[src/rtl/alarm_ctrl.sv]
// Alarm controller: BCD alarm-time editor, arm/ring/timeout state machine and an
// optional dismiss mini-game that is compiled in when ALARM_GAME_EN is defined.
module alarm_ctrl #(
   parameter int unsigned RING_SECONDS = 30,
   parameter int unsigned GAME_HITS    = 5
) (
   input  logic        clk,
   input  logic        reset,
   input  logic        tick,
   input  logic [15:0] current_time,
   input  logic        alarm_en,
   input  logic        set_mode,
   input  logic        btn_sel,
   input  logic        btn_inc,
   input  logic        btn_confirm,
   input  logic [9:0]  game_sw,
   output logic [2:0]  alarm_state,
   output logic [15:0] alarm_time,
   output logic [3:0]  which_seg_on2,
   output logic [9:0]  mini_game_led,
   output logic [15:0] num4
);

   typedef enum logic [2:0] {
      ST_OFF   = 3'b000,
      ST_ARMED = 3'b001,
      ST_RING  = 3'b010,
      ST_GAME  = 3'b100
   } state_e;

   localparam logic [7:0] RING_LIMIT = 8'(RING_SECONDS);
   localparam logic [3:0] HIT_LIMIT  = 4'(GAME_HITS);

   function automatic logic [3:0] digit_inc(input logic [3:0] d, input logic [3:0] max_d);
      return (d >= max_d) ? 4'd0 : d + 4'd1;
   endfunction

   // Increment only the nibble selected by the one-hot edit marker, never carrying.
   function automatic logic [15:0] time_inc(input logic [15:0] t, input logic [3:0] seg);
      logic [15:0] r;
      r = t;
      case (seg)
         4'b0001: r[7:4]   = digit_inc(t[7:4], 4'd5);
         4'b0010: r[11:8]  = digit_inc(t[11:8], 4'd9);
         4'b0100: r[15:12] = digit_inc(t[15:12], 4'd5);
         4'b1000: r[3:0]   = digit_inc(t[3:0], 4'd9);
         default: r = t;
      endcase
      return r;
   endfunction

   state_e      state_q, state_d;
   logic [15:0] time_q, time_d;
   logic [3:0]  seg_q, seg_d;
   logic [7:0]  ring_q, ring_d;
   logic        match_q;
   logic        match_s;
   logic        match_rise_s;
   logic        leave_ring_s;

   assign match_s      = (current_time == time_q);
   assign match_rise_s = match_s & ~match_q;

`ifdef ALARM_GAME_EN
   function automatic logic [9:0] onehot10(input logic [3:0] idx);
      return 10'd1 << idx;
   endfunction

   // Fold the LFSR into 0..9 and never repeat the target currently shown.
   function automatic logic [3:0] draw_target(input logic [3:0] lfsr, input logic [3:0] cur);
      logic [3:0] t;
      t = (lfsr >= 4'd10) ? lfsr - 4'd10 : lfsr;
      if (t == cur) begin
         t = (t == 4'd9) ? 4'd0 : t + 4'd1;
      end else begin
         t = t;
      end
      return t;
   endfunction

   logic [3:0] lfsr_q, lfsr_d;
   logic [3:0] hits_q, hits_d;
   logic [3:0] target_q, target_d;
   logic [9:0] led_q, led_d;
   logic [9:0] game_sw_q;
   logic [9:0] game_edge_s;

   assign lfsr_d       = {lfsr_q[2:0], lfsr_q[3] ^ lfsr_q[2]};
   assign game_edge_s  = game_sw ^ game_sw_q;
   assign leave_ring_s = btn_confirm | (|game_edge_s);

   assign mini_game_led = led_q;
   assign num4          = {12'h000, hits_q};
`else
   logic unused_s;

   assign unused_s      = ^{game_sw, HIT_LIMIT};
   assign leave_ring_s  = btn_confirm;
   assign mini_game_led = 10'd0;
   assign num4          = 16'h0000;
`endif

   assign alarm_state   = state_q;
   assign alarm_time    = time_q;
   assign which_seg_on2 = seg_q;

   // Alarm-time editor: increment the old digit first, then rotate the marker.
   always_comb begin
      time_d = time_q;
      seg_d  = seg_q;
      if (set_mode && (state_q == ST_OFF || state_q == ST_ARMED)) begin
         if (btn_inc) begin
            time_d = time_inc(time_q, seg_q);
         end else begin
            time_d = time_q;
         end
         if (btn_sel) begin
            seg_d = {seg_q[2:0], seg_q[3]};
         end else begin
            seg_d = seg_q;
         end
      end else begin
         time_d = time_q;
         seg_d  = seg_q;
      end
   end

   // Next-state logic; alarm_en low overrides every state transition.
   always_comb begin
      state_d  = state_q;
      ring_d   = ring_q;
`ifdef ALARM_GAME_EN
      hits_d   = hits_q;
      target_d = target_q;
`endif
      if (!alarm_en) begin
         state_d = ST_OFF;
      end else begin
         case (state_q)
            ST_OFF: begin
               if (set_mode && btn_confirm) begin
                  state_d = ST_ARMED;
               end else begin
                  state_d = ST_OFF;
               end
            end
            ST_ARMED: begin
               if (match_rise_s) begin
                  state_d = ST_RING;
                  ring_d  = 8'd0;
               end else begin
                  state_d = ST_ARMED;
               end
            end
            ST_RING: begin
               if (leave_ring_s) begin
`ifdef ALARM_GAME_EN
                  state_d  = ST_GAME;
                  hits_d   = 4'd0;
                  target_d = draw_target(lfsr_q, target_q);
`else
                  state_d  = ST_ARMED;
`endif
               end else if (tick) begin
                  if (ring_q + 8'd1 == RING_LIMIT) begin
                     state_d = ST_ARMED;
                  end else begin
                     ring_d = ring_q + 8'd1;
                  end
               end else begin
                  state_d = ST_RING;
               end
            end
`ifdef ALARM_GAME_EN
            ST_GAME: begin
               if (game_edge_s == 10'd0) begin
                  state_d = ST_GAME;
               end else if (game_edge_s == onehot10(target_q)) begin
                  hits_d = hits_q + 4'd1;
                  if (hits_q + 4'd1 == HIT_LIMIT) begin
                     state_d = ST_ARMED;
                  end else begin
                     target_d = draw_target(lfsr_q, target_q);
                  end
               end else begin
                  hits_d = 4'd0;
               end
            end
`endif
            default: state_d = ST_OFF;
         endcase
      end
`ifdef ALARM_GAME_EN
      led_d = (state_d == ST_GAME) ? onehot10(target_d) : 10'd0;
`endif
   end

   // State and datapath registers.
   always_ff @(posedge clk) begin
      if (reset) begin
         state_q   <= ST_OFF;
         time_q    <= 16'h0000;
         seg_q     <= 4'b0001;
         ring_q    <= 8'd0;
         match_q   <= 1'b0;
`ifdef ALARM_GAME_EN
         lfsr_q    <= 4'b1001;
         hits_q    <= 4'd0;
         target_q  <= 4'd0;
         led_q     <= 10'd0;
         game_sw_q <= game_sw;
`endif
      end else begin
         state_q   <= state_d;
         time_q    <= time_d;
         seg_q     <= seg_d;
         ring_q    <= ring_d;
         match_q   <= match_s;
`ifdef ALARM_GAME_EN
         lfsr_q    <= lfsr_d;
         hits_q    <= hits_d;
         target_q  <= target_d;
         led_q     <= led_d;
         game_sw_q <= game_sw;
`endif
      end
   end

endmodule

[config.mk]
export PLATFORM = sky130hd
export DESIGN_NAME = alarm_ctrl
export DESIGN_NICKNAME = d
export VERILOG_FILES = /design/src/rtl/alarm_ctrl.sv
export SDC_FILE = /design/constraint.sdc
export NUM_CORES = 1
export LEC_CHECK = 0
export BUFFER_PORTS_ARGS = -buffer_cell sky130_fd_sc_hd__buf_2
export CORE_MARGIN = 1.5
export CORE_UTILIZATION = 49
export DETAILED_ROUTE_END_ITERATION = 7
export GPL_TIMING_DRIVEN = 1
export PLACE_DENSITY = 0.87
export SYNTH_ARGS = -nofsm -noshare
export SYNTH_HDL_FRONTEND = slang
export SYNTH_SLANG_ARGS = --single-unit
[constraint.sdc]
create_clock -name clk -period 2.7 [get_ports clk]
set_clock_uncertainty 0.05 [all_clocks]
set_input_delay 0.27 -clock clk [delete_from_list [all_inputs] [get_ports clk]]
set_output_delay 0.27 -clock clk [all_outputs]
set_load 0.01 [all_outputs]
# == After elaboration in Yosys (flattened, before gate mapping) ==
# Index checks and enable logic that the tools add are counted.
# totals
input_bits,34
reg_bits,32
# op_classes
n_mux,15
addsub,5
bitwise,3
n_reduce_logical,12
n_eq_ne,13
magnitude_cmp,4
# ops
cell,n
$mux W8,4
$add A4 B1 Y4 const B,4
$eq A16 B16 Y1,1
$mux W4,4
$pmux W8 S2,1
$reduce_and A3 Y1,4
$mux W3,3
$pmux W3 S3,1
$add A8 B1 Y8 const B,1
$eq A8 B5 Y1 const B,1
$ge A4 B3 Y1 const B,2
$ge A4 B4 Y1 const B,2
$ne A2 B2 Y1 const B,4
$reduce_and A6 Y1,1
$eq A4 B1 Y1 const B,1
$eq A4 B2 Y1 const B,1
$eq A4 B3 Y1 const B,1
$eq A4 B4 Y1 const B,1
$ne A4 B4 Y1 const B,1
$eq A3 B1 Y1 const B,1
$eq A3 B2 Y1 const B,1
$logic_not A3 Y1,1
$logic_and A1 B1 Y1,2
$mux W2,1
other kinds (7),8

# == Longest topological paths before layout ==
# depth
word_depth,6
ltp_mapped,7
mapped_depth_nobuf,7

# == Worst setup path before layout ==
# No wires, ideal clock.
# synth_timing
path_type,flip-flop to flip-flop
start,register ring_q[0]
end,register ring_q[7]
synth_period_minus_slack_ns,1.892
path_buffers,0
path_stages_with_launch,7
arrival_time_ns,1.763
setup_ns,0.079
slack_ns,0.808
cell_sequence,dfxtp_1 > ha_1 > xor2_1 > and3_4 > a211o_1 > or4_1 > o211ai_1
# synth_via
elab_chain_len,5
word_cells_on_any_way,8
classes_between,add/sub: 1; eq/ne: 2; mux: 4; reduce/logical: 1
# synth_lines
element,line,rtl
"start, declared",55,"logic [7:0] ring_q, ring_d;"
"start signal, assigned",217,ring_q <= ring_d;
$add A8 B1 Y8 (*),"165, 168",
branches (longest 4 deep; another with $eq A8 B5 Y1),n/a,
# Every way passes the cells marked *. The select of a mux whose other input is x is not followed.
# A chain may end at the register's enable or synchronous reset.

# == Worst setup path in the final report ==
# Same ends and word-level chain as after synthesis.

==> run_results.csv <==
group,metric,value,unit
status,outcome,"complete, no violations",
critical_path,critPathMaxFanout,7,
critical_path,cp-end-kind,"flop",
clock_tree,cts.repair.resized,0,
power,worst_ir_drop_vdd,320,uV
sta,setup_viol,0,
die,floorplan.die.width,68.0,um
cells_and_area,antenna_cells,0,
die,io_pins,83,
global_route,grt-ovfl-total,0,
sta,grt_setup_unrepaired,"false",
logic_synthesis,synth_compound_area_share,12.6,%
global_route,grt_pass1_wl,6320,um
cells_and_area,drive_gt1_share,20.0,%
clock_tree,cts-buffers-inserted,5,
route,drtAntennaViolNets,0,
route,postRouteWirelength,4080,um
logic_synthesis,synth_cells,244,
global_route,vias_in_the_first_global_route,1492,
sta,period_share,76.4,%
clock_tree,clockBufferDepth,2,
global_route,grt_util_all_layers,18.0,%
sta,setup-tns-final,0,ns
logic_synthesis,synthXorXnorAreaFrac,8.46,%
die,row_count,23,
logic_synthesis,dominantRegCellSynth,"sky130_fd_sc_hd__dfxtp_1",
placed_design,finalWeightedCongestion,0.870,
route,count_of_vias_placed_by_the_detailed_router,1753,
die,die_area,4620,um2
cells_and_area,flow.area_growth_from_synthesis,11.7,%
route,route.detailed.drc,0,
logic_synthesis,synth-async-reset-ratio,0,%
logic_synthesis,ys_types,48,
die,initial_utilization,51.4,%
logic_synthesis,postSynthAreaPerCell,8.48,um2
logic_synthesis,synth_top_family_by_area,"simple AND/OR/NAND/NOR gates",
route,initial_drt_markers,93,
clock_tree,clock-sinks,31,
clock_tree,htree_num_levels,2,
die,dieHeight,68.0,um
critical_path,worst-setup-path-type,"reg2reg",
sta,timing_max_transition_violations_final,0,
logic_synthesis,synth_warnings,0,
route,firstDrtPassIters,4,
route,vias_per_cell,5.16,
power,final_total_pwr,890,uW
sta,post_layout_minimum_cycle_time,2.06,ns
logic_synthesis,area_fraction_in_and_or_nand_and_nor_cells_after_synthesis,22.4,%
die,core,4030,um2
logic_synthesis,ys_ff_latch,31,
placed_design,dp.final_hpwl,3170,um
placed_design,portBuffers,45,
cells_and_area,fillers,362,
critical_path,required_worst_endpoint,2.84,ns
global_route,antenna_found_initial,0,
placed_design,postPlaceCellArea,2240,um2
logic_synthesis,synth.mux.area_fraction,3.87,%
clock_tree,hold_buffers,0,
clock_tree,post_cts.repair.setup_buffers,0,
power,power.static_leakage,1.12,nW
placed_design,worst_setup_slack_before_clock_tree_synthesis,0.655,ns
sta,fin_ws,0.639,ns
global_route,grt_start_max_net_pins,22,
logic_synthesis,syn_area,2070,um2
clock_tree,tritoncts_clock_tree,"done",
power,pwr_density_cell,385,nW/um2
sta,timing.hold.ws,0.272,ns
critical_path,critical_path.startpoint_type,"flop",
cells_and_area,finalInstanceArea,2310,um2
flow_run,cap_violations,0,
logic_synthesis,yosysSeqAreaShare,30.0,%
route,routed_wire_length_per_instance,12.0,um
hold_path,min_path_type,"in2reg",
logic_synthesis,synth-edff-count,0,
cells_and_area,fin_nets,339,
critical_path,timing.critical_path.arrival,2.20,ns
sta,fmax,485,MHz
clock_tree,clkTransAtPathRegs,0.06,ns
clock_tree,root_buffer,"sky130_fd_sc_hd__clkbuf_8",
clock_tree,insertion_delay,0.27,ns
logic_synthesis,post_synth_adder_cell_area,8.46,%
sta,final_hold_violating_endpoints,0,
worst paths after layout:
| check | end | start | cells after the start | slack [ns] |
|---|---|---|---|---|
| setup / recovery | ring_q[7]$_SDFFE_PP0P_ | ring_q[0]$_SDFFE_PP0P_ | 6 | 0.64 |
| setup reg to reg | ring_q[7]$_SDFFE_PP0P_ | ring_q[0]$_SDFFE_PP0P_ | 6 | 0.64 |
| hold reg to reg | ring_q[6]$_SDFFE_PP0P_ | ring_q[6]$_SDFFE_PP0P_ | 2 | 0.47 |
| hold / removal | alarm_state[1]$_SDFFE_PP0P_ | alarm_en | 3 | 0.27 |
metal layers:
layer | GRT usage [%] | routed length [um] | up-vias
met5 | 0 | 0 | -
met4 | 7.25 | 21 | 0
met3 | 4.77 | 229 | 2
met2 | 30.2 | 2030 | 54
met1 | 21.6 | 1800 | 815
li1 | - | - | 882
worst max-delay path, stage by stage (launching register included):
cell	delay [ns]
sky130_fd_sc_hd__dfxtp_1	0.35
sky130_fd_sc_hd__ha_1	0.26
sky130_fd_sc_hd__xor2_1	0.15
sky130_fd_sc_hd__and3_4	0.18
sky130_fd_sc_hd__a211o_1	0.35
sky130_fd_sc_hd__or4_1	0.54
sky130_fd_sc_hd__o211ai_1	0.10
synth_stat cells (4+ instances only):
cell                       count  area share, %
sky130_fd_sc_hd__ha_1         14            8.5
sky130_fd_sc_hd__a21oi_1       9            2.2
sky130_fd_sc_hd__clkbuf_1      4           0.73
sky130_fd_sc_hd__xor2_1       18            7.6
sky130_fd_sc_hd__inv_1        18            3.3
sky130_fd_sc_hd__nand4_1       4            1.2
sky130_fd_sc_hd__o21ai_0       6            1.5
sky130_fd_sc_hd__a21o_1        4            1.5
sky130_fd_sc_hd__nor2_1       30            5.4
sky130_fd_sc_hd__mux2i_1       8            3.9
sky130_fd_sc_hd__dfxtp_1      31             30
sky130_fd_sc_hd__nor4_1        4            1.2
sky130_fd_sc_hd__buf_4        27            9.8
sky130_fd_sc_hd__or3_1         4            1.2
sky130_fd_sc_hd__nand3_1       9            2.2
sky130_fd_sc_hd__nand2_1       7            1.3
sky130_fd_sc_hd__o211ai_1      4            1.5
final cells by class:
type | instances | area [um2] | share of cell area, %
multi-input cells | 189 | 1260 | 54.3
flip-flops and latches | 31 | 621 | 26.8
repair buffers | 46 | 233 | 10.1
clock buffers | 6 | 72.6 | 3.14
inverters | 18 | 67.6 | 2.92
well taps | 50 | 62.6 | 2.71
power by group:
group	total [mW]	switching (mW)	internal, mW
combinational	0.0953	0.0585	0.0367
clock	0.324	0.152	0.171
sequential	0.472	0.00877	0.463
total	0.890	0.219	0.671
state kept, by name (all words and copies together), names as in the netlist:
register	cells
alarm_state	2
alarm_time	16
match_q	1
which_seg_on2	4
ring_q	8
cell families (layout without fill, tap and decap cells):
kind of cell	after synthesis	after routing
AOI/OAI and AO/OA	37	37
xor gates and xnor gates	20	20
adders and majority gates	14	14
buffers and inverters	50	70
DFF	31	31
muxes	8	8
other	1	27
and+or+nand+nor	83	83
cell usage in the layout (no fill, tap or decap), types with 2 or more instances in the layout:
| cell type | instances |
|---|---|
| sky130_fd_sc_hd__nand3b_1 | 3 |
| sky130_fd_sc_hd__nand4_1 | 4 |
| sky130_fd_sc_hd__nor2_1 | 30 |
| sky130_fd_sc_hd__and3_1 | 3 |
| sky130_fd_sc_hd__inv_1 | 18 |
| sky130_fd_sc_hd__or3_1 | 4 |
| sky130_fd_sc_hd__nand2b_1 | 3 |
| sky130_fd_sc_hd__o31a_1 | 2 |
| sky130_fd_sc_hd__and4bb_2 | 2 |
| sky130_fd_sc_hd__xnor2_1 | 2 |
| sky130_fd_sc_hd__o21ai_0 | 6 |
| sky130_fd_sc_hd__a41oi_1 | 2 |
| sky130_fd_sc_hd__xor2_1 | 18 |
| sky130_fd_sc_hd__o211ai_1 | 4 |
| sky130_fd_sc_hd__nor4_1 | 4 |
| sky130_fd_sc_hd__nor3b_1 | 2 |
| sky130_fd_sc_hd__clkbuf_8 | 5 |
| sky130_fd_sc_hd__nor3_1 | 2 |
| sky130_fd_sc_hd__buf_2 | 45 |
| sky130_fd_sc_hd__mux2i_1 | 8 |
| sky130_fd_sc_hd__a21oi_1 | 9 |
| sky130_fd_sc_hd__conb_1 | 27 |
| sky130_fd_sc_hd__a21o_1 | 4 |
| sky130_fd_sc_hd__dfxtp_1 | 31 |
| sky130_fd_sc_hd__nand3_1 | 9 |
| sky130_fd_sc_hd__nand2_1 | 7 |
| sky130_fd_sc_hd__ha_1 | 14 |
per-stage QoR:
stage / utilization [%] / instances
CTS: 57.4 / 340
global route: 57.4 / 340
finish: 57.4 / 340
global placement: 55.6 / 334
detailed placement: 55.6 / 334
floorplan: - / 270
No activity file was read; power rests on OpenSTA's default activity.
